<file path="config.mk">
export PLATFORM = sky130hd
export DESIGN_NAME = reducao_media
export DESIGN_NICKNAME = d
export VERILOG_FILES = /design/src/rtl/reducao_media.sv
export SDC_FILE = /design/constraint.sdc
export NUM_CORES = 1
export LEC_CHECK = 0
export ABC_AREA = 1
export BUFFER_PORTS_ARGS = -buffer_cell sky130_fd_sc_hd__buf_2
export CAP_MARGIN = 25
export CORE_MARGIN = 10
export CORE_UTILIZATION = 58
export DETAILED_ROUTE_END_ITERATION = 6
export PLACE_DENSITY = 0.82
export SLEW_MARGIN = 20
export SYNTH_ARGS = -nofsm -noshare
export SYNTH_HDL_FRONTEND = slang
export SYNTH_SLANG_ARGS = --single-unit
</file>
<file path="constraint.sdc">
create_clock -name clock -period 4.2 [get_ports clock]
set_input_delay 0.42 -clock clock [delete_from_list [all_inputs] [get_ports clock]]
set_output_delay 0.42 -clock clock [all_outputs]
set_load 0.005 [all_outputs]
</file>
<file path="src/rtl/reducao_media.sv">
// 2x downscaler: averages each 2x2 block of the source frame with rounding and
// writes the (LARGURA/2)x(ALTURA/2) result to the destination RAM in raster order.
//
// state   | meaning
// --------+-----------------------------------------------------------
// OCIOSO  | idle, waiting for executar
// LEITURA | issuing the four block reads, k = 0..3
// ESPERA  | two cycles draining the RAM read latency, k = 0..1
// ESCRITA | writing the rounded average, advancing x/y
// FIM     | one-cycle pronto pulse
module reducao_media #(
    parameter int LARGURA  = 320,
    parameter int ALTURA   = 240,
    parameter int BITS_END = 17
) (
    input  logic                clock,
    input  logic                reset_n,
    input  logic                executar,
    output logic                ocupado,
    output logic                pronto,
    output logic [BITS_END-1:0] end_leitura,
    output logic                rden,
    input  logic [7:0]          pixel_entrada,
    output logic [BITS_END-1:0] end_escrita,
    output logic                wren,
    output logic [7:0]          pixel_saida
);

    localparam int MEIA_L = LARGURA / 2;
    localparam int MEIA_A = ALTURA / 2;
    localparam int XW     = (MEIA_L > 1) ? $clog2(MEIA_L) : 1;
    localparam int YW     = (MEIA_A > 1) ? $clog2(MEIA_A) : 1;

    localparam logic [XW-1:0]       X_MAX    = XW'(MEIA_L - 1);
    localparam logic [YW-1:0]       Y_MAX    = YW'(MEIA_A - 1);
    localparam logic [BITS_END-1:0] LARG_E   = BITS_END'(LARGURA);
    localparam logic [BITS_END-1:0] MEIA_L_E = BITS_END'(MEIA_L);

    typedef enum logic [2:0] {
        OCIOSO,
        LEITURA,
        ESPERA,
        ESCRITA,
        FIM
    } estado_t;

    estado_t             estado, estado_n;
    logic [1:0]          k, k_n;
    logic [XW-1:0]       x, x_n;
    logic [YW-1:0]       y, y_n;
    logic [9:0]          soma, soma_n;
    logic                rden_d1, rden_d2;

    logic                ocupado_n, pronto_n, rden_n, wren_n;
    logic [BITS_END-1:0] end_leitura_n, end_escrita_n;
    logic [7:0]          pixel_saida_n;
    logic [BITS_END-1:0] linha, coluna;

    always_ff @(posedge clock) begin
        if (!reset_n) begin
            estado      <= OCIOSO;
            k           <= '0;
            x           <= '0;
            y           <= '0;
            soma        <= '0;
            rden_d1     <= 1'b0;
            rden_d2     <= 1'b0;
            ocupado     <= 1'b0;
            pronto      <= 1'b0;
            rden        <= 1'b0;
            wren        <= 1'b0;
            end_leitura <= '0;
            end_escrita <= '0;
            pixel_saida <= '0;
        end else begin
            estado      <= estado_n;
            k           <= k_n;
            x           <= x_n;
            y           <= y_n;
            soma        <= soma_n;
            rden_d1     <= rden;
            rden_d2     <= rden_d1;
            ocupado     <= ocupado_n;
            pronto      <= pronto_n;
            rden        <= rden_n;
            wren        <= wren_n;
            end_leitura <= end_leitura_n;
            end_escrita <= end_escrita_n;
            pixel_saida <= pixel_saida_n;
        end
    end

    // rden delayed by the two-cycle RAM latency marks when pixel_entrada holds block data
    always_comb begin
        estado_n = estado;
        k_n      = k;
        x_n      = x;
        y_n      = y;
        soma_n   = rden_d2 ? (soma + {2'b00, pixel_entrada}) : soma;

        case (estado)
            OCIOSO: begin
                if (executar) begin
                    estado_n = LEITURA;
                    k_n      = '0;
                    x_n      = '0;
                    y_n      = '0;
                    soma_n   = '0;
                end
            end
            LEITURA: begin
                if (k == 2'd3) begin
                    estado_n = ESPERA;
                    k_n      = '0;
                end else begin
                    k_n = k + 2'd1;
                end
            end
            ESPERA: begin
                if (k == 2'd1) begin
                    estado_n = ESCRITA;
                    k_n      = '0;
                end else begin
                    k_n = k + 2'd1;
                end
            end
            ESCRITA: begin
                soma_n = '0;
                k_n    = '0;
                if (x == X_MAX) begin
                    x_n = '0;
                    y_n = (y == Y_MAX) ? '0 : y + 1'b1;
                end else begin
                    x_n = x + 1'b1;
                end
                estado_n = ((x == X_MAX) && (y == Y_MAX)) ? FIM : LEITURA;
            end
            FIM: begin
                estado_n = OCIOSO;
            end
            default: begin
                estado_n = OCIOSO;
            end
        endcase
    end

    // Outputs are derived from the next state so they line up with it once registered.
    always_comb begin
        linha  = (BITS_END'(y_n) << 1) + BITS_END'(k_n[1]);
        coluna = (BITS_END'(x_n) << 1) + BITS_END'(k_n[0]);

        ocupado_n     = (estado_n != OCIOSO);
        pronto_n      = (estado_n == FIM);
        rden_n        = (estado_n == LEITURA);
        wren_n        = (estado_n == ESCRITA);
        end_leitura_n = '0;
        end_escrita_n = '0;
        pixel_saida_n = '0;

        if (rden_n) begin
            end_leitura_n = linha * LARG_E + coluna;
        end
        // soma_n already includes the fourth sample arriving on this edge
        if (wren_n) begin
            end_escrita_n = BITS_END'(y_n) * MEIA_L_E + BITS_END'(x_n);
            pixel_saida_n = 8'((soma_n + 10'd2) >> 2);
        end
    end

endmodule
</file>
-- After elaboration in Yosys (flattened, before gate mapping)
Index checks and enable logic that the tools add are counted.
- add/subtract/negate cells: 9
- multipliers: 2
- eq/ne operators: 10
- multiplexer cells: 19
- reductions and logical operators: 5
- operators by type and width (kind ; number):
    7-bit two-way mux ; 3
    10-bit two-way mux ; 2
    10-bit case mux with 2 select lines ; 1
    17-bit by 10-bit adder with 17-bit output ; 1
    15-bit by 8-bit adder with 16-bit output ; 1
    8-bit two-way mux ; 2
    8-bit case mux with 2 select lines ; 1
    7-bit case mux with 2 select lines ; 1
    3-bit two-way mux ; 4
    3-bit case mux with 4 select lines ; 1
    9-bit by 3-bit multiplier with 11-bit output (second input constant) ; 1
    10-bit by 2-bit adder with 10-bit output (second input constant) ; 1
    10-bit by 8-bit adder with 10-bit output ; 1
    9-bit by 1-bit adder with 10-bit output ; 1
    7-bit by 3-bit multiplier with 10-bit output (second input constant) ; 1
    8-bit by 1-bit adder with 9-bit output ; 1
    3-bit by 2-bit == test with 1-bit output (second input constant) ; 3
    8-bit by 1-bit adder with 8-bit output (second input constant) ; 1
    8-bit == test (second input constant) ; 1
    2-bit case mux with 4 select lines ; 1
    7-bit by 1-bit adder with 7-bit output (second input constant) ; 1
    7-bit == test (second input constant) ; 1
    3-bit by 1-bit == test with 1-bit output (second input constant) ; 2
    2-bit two-way mux ; 3
    other kinds (8) ; 9
- register bits after elaboration: 78
- bits of input ports: 11
- output and inout bits: 46

-- Longest topological paths before layout
- word-level depth: 7
- depth in mapped cells: 25
- mapped depth without buffers: 24

-- Least setup slack after synthesis
OpenSTA, ideal clock, no wires.
- path type: reg2reg
- start point: register x[0]
- end point: register end_leitura[15]
- arrival: 3223 ps
- setup slack: 864 ps
- stages on the path, launching flop included: 18
- path buffers: 1
- clock period less this slack: 3336 ps
- path through: dfxtp_1 > ha_1 > nand2_2 > nor2_4 > nand2_2 > nor2_4 > buf_4 > o21ai_0 > o211ai_1 > o21ai_0 > ha_1 > ha_1 > fa_1 > inv_1 > nor4_1 > nand3_1 > nor2_1 > nor2_1
- longest elaborated chain between the ends: 6
- RTL lines (element ; RTL line ; source):
    start: declaration ; 49 ; logic [XW-1:0] x, x_n;
    start signal: assignment ; 78 ; x <= x_n;
    8-bit == test ; 130 ; if (x == X_MAX) begin
    7-bit two-way mux ; 130 ;
    7-bit case mux with 2 select lines ; 101 ; case (estado)
    8-bit by 1-bit adder with 9-bit output ; 149 ; linha = (BITS_END'(y_n) << 1) + BITS_END'(k_n[1]);
    via linha[1] ; 57 ; logic [BITS_END-1:0] linha, coluna;
    9-bit by 3-bit multiplier with 11-bit output ; 161 ; end_leitura_n = linha * LARG_E + coluna;
    17-bit by 10-bit adder with 17-bit output ; 161 ;
    end signal: assignment ; 87 ; end_leitura <= end_leitura_n;
    end: declaration ; 21 ; output logic [BITS_END-1:0] end_leitura,
The timed path passes the listed nets, and every way through them passes these cells.
A chain may end at the register's enable or synchronous reset.

-- Worst setup path in the final report
Same ends and word-level chain as after synthesis.

==> impl_metrics.json <==
{
  "p_leak_nw": 2.35,
  "cts_resized": 0,
  "r2r_cells": 17,
  "cts_max_level": 3,
  "detail-route-antenna-nets": 0,
  "synth_compound_area_share_pct": 8.55,
  "max_freq_mhz": 266,
  "setup_viol": 0,
  "end_kind": "flop",
  "synth_largest_area_cell": "dfxtp_1",
  "setup_tns_ns": 0,
  "port_buffers": 55,
  "gr-usage-all-layers_pct": 16.9,
  "synth-seq-cells": 77,
  "ios": 57,
  "drive_above_1_share_pct": 16.8,
  "cp_slowest_cell": "fa_1",
  "finalClockSkew_ns": 0.0109,
  "grt_max_degree": 30,
  "synth-xor-area-share_pct": 2.62,
  "grt_pass1_wl_um": 16000,
  "power_density_nw_per_um2": 280,
  "clk_pin_slew_worst_paths_ns": 0.08,
  "period_share_pct": 89.5,
  "cts_made_buffers": 9,
  "wl_um": 9530,
  "syn2layout_area_growth_pct": 11.9,
  "cts_sinks": 77,
  "synth_common_cells": "105 x nand2_1, 96 x nor2_1, 81 x inv_1",
  "hpwl_um": 7300,
  "crit_arrival_ns": 4.06,
  "clockRootBuffer": "clkbuf_8",
  "finalHoldViolations": 0,
  "clk_latency_ns": 0.36,
  "tritoncts": "done",
  "synth_edf_count": 0,
  "die_height_um": 107,
  "synthesis.area_um2": 4340,
  "synth_top_area_share_pct": 35.5,
  "coreArea_um2": 7250,
  "finalWeightedCongestion": 0.866,
  "status": "complete, no violations",
  "fin_hold_ws_ns": 0.367,
  "fill_cells": 632,
  "max_cap_violations": 0,
  "crit_fanout": 13,
  "num-nets-final": 691,
  "yosysSeqAreaShare_pct": 35.5,
  "tightest_slew_ns": 0.946,
  "relSlewSlack_pct": 36.8,
  "path_class": "reg2reg",
  "max_stage_delay_ns": 0.62,
  "hold_buffers": 0,
  "cp-start-kind": "flop",
  "postCtsSetupRepairBufs": 0,
  "synthCells": 589,
  "hold_path_depth": 3,
  "avgSynthCellArea_um2": 7.38,
  "muxShareOfSynthArea_pct": 0.230,
  "die_w_um": 107,
  "period_minus_slack_ns": 3.76,
  "grt-ovfl-total": 0,
  "grt_pass1_vias": 3644,
  "vias": 3802,
  "crit_top_cell": "ha_1",
  "ctsLongestPathBuffers": 2,
  "routedWlPerCell_um": 12.8,
  "antenna_cells": 0,
  "die_area_um2": 11400,
  "yosysMostFrequentCell": "nand2_1",
  "crit_chain": "ha_1 -> nand2_2 -> nor2_4 -> nand2_2 -> nor2_4 -> o21ai_0 -> o211ai_1 -> o21ai_0 -> ha_1 -> ha_1 -> fa_1 -> inv_1 -> nor4_1 -> nand3_1 -> nand2_1 -> nand2_1 -> nor2_1",
  "ys_types": 45,
  "drt_iter0_drc": 178,
  "synthTopCellsByArea": "dfxtp_1 35%, ha_1 9.2%, nand2_1 9.1%, nor2_1 8.3%, inv_1 7.0%",
  "start_util_pct": 59.9,
  "antenna_found_initial": 0,
  "report.final.slew_viol_count": 0,
  "drt_pre_antenna_iters": 5,
  "required_ns": 4.50,
  "hp-class": "in2reg",
  "synthSimpleGateAreaFrac_pct": 32.1,
  "synth_top_family_by_area": "simple AND/OR/NAND/NOR gates",
  "num_rows": 31,
  "synth-adder-area-share_pct": 11.5,
  "ys.flop_type": "dfxtp_1",
  "yosys_warnings": 0,
  "synthArstFlopShare_pct": 0,
  "drc_errors": 0,
  "ir_worst_vdd_mv": 0.284,
  "vias_per_cell": 5.09,
  "rsz0062_at_grt": "no"
}
[layout by cell type, fill, tap and decap left out, drive strengths merged, types with 5 or more instances in the layout]
cell,count
ha,32
nor3b,5
clkbuf,11
nand3,46
nor3,12
inv,91
xor2,10
nor2,105
fa,5
o21ai,20
a21oi,26
nand2,114
buf,55
dfxtp,77
nand4,7
[path summary, 6_finish.rpt]
| path | slack (ns) | startpoint | endpoint |
|---|---|---|---|
| worst min register to register | 0.42 | rden_d1$_SDFF_PN0_ | rden_d2$_SDFF_PN0_ |
| worst max-delay path | 0.44 | x[0]$_SDFF_PN0_ | end_leitura[15]$_SDFF_PN0_ |
| worst min-delay path | 0.37 | reset_n | rden_d2$_SDFF_PN0_ |
| worst max register to register | 0.44 | x[0]$_SDFF_PN0_ | end_leitura[15]$_SDFF_PN0_ |
[worst max-delay path, delay by kind of cell (launching register included)]
| family | cells | cell delay (ns) |
|---|---|---|
| compound gates | 3 | 0.48 |
| fa+ha+maj | 4 | 1.47 |
| buf+inv | 1 | 0.08 |
| flops | 1 | 0.38 |
| simple gates | 9 | 1.31 |
[routing by layer]
metal | global-route usage, % | vias to the layer above | part of all wire (%)
met1 | 19.2 | 1723 | 44
met5 | 0 | - | 0
met4 | 6.09 | 0 | 1.6
met2 | 29.2 | 83 | 48
met3 | 5.43 | 14 | 5.8
li1 | - | 1982 | -
[flip-flops by register name (all words and copies together), names as in the netlist]
register and flops:
rden 1, ocupado 1, pronto 1, soma 10
rden_d2 1, wren 1, pixel_saida 8, x 8
end_leitura 17, rden_d1 1, k 2, y 7
estado 3, end_escrita 16
[report_power, final]
group          internal (mW)  leakage (nW)  switching (mW)
clock                  0.237        0.0905           0.281
sequential             0.737         0.622         0.00716
combinational         0.0300          1.64          0.0669
total                   1.00          2.35           0.355
[area by class of cell]
type	instances	area (µm²)	area share [%]
tap	99	124	2.55
timing repair buffer	55	275	5.66
sequential	77	1540	31.7
clock buffer	11	141	2.91
clock inverter	5	42.5	0.875
inverter	89	337	6.92
multi-input combinational	411	2400	49.4
[metrics by stage]
step                power (mW)  utilization, %  cell area [µm²]  setup slack (ns)  cells
floorplan                0.834               -             4350             0.864    590
global placement         0.855            64.5             4680             0.628    731
detailed placement       0.858            64.5             4680             0.469    731
CTS                       1.37            67.0             4860             0.427    747
global route              1.42            67.0             4860            0.0718    747
finish                    1.36            67.0             4860             0.441    747
[cells by family after synthesis]
family                   count (synthesis)
buffers and inverters                  102
XOR/XNOR                                13
AND/OR/NAND/NOR                        296
flip-flops                              77
AO/OA/AOI/OAI                           62
adder cells (fa/ha/maj)                 37
multiplexers                             1
other                                    1
Power figures use the tool's default switching activity.
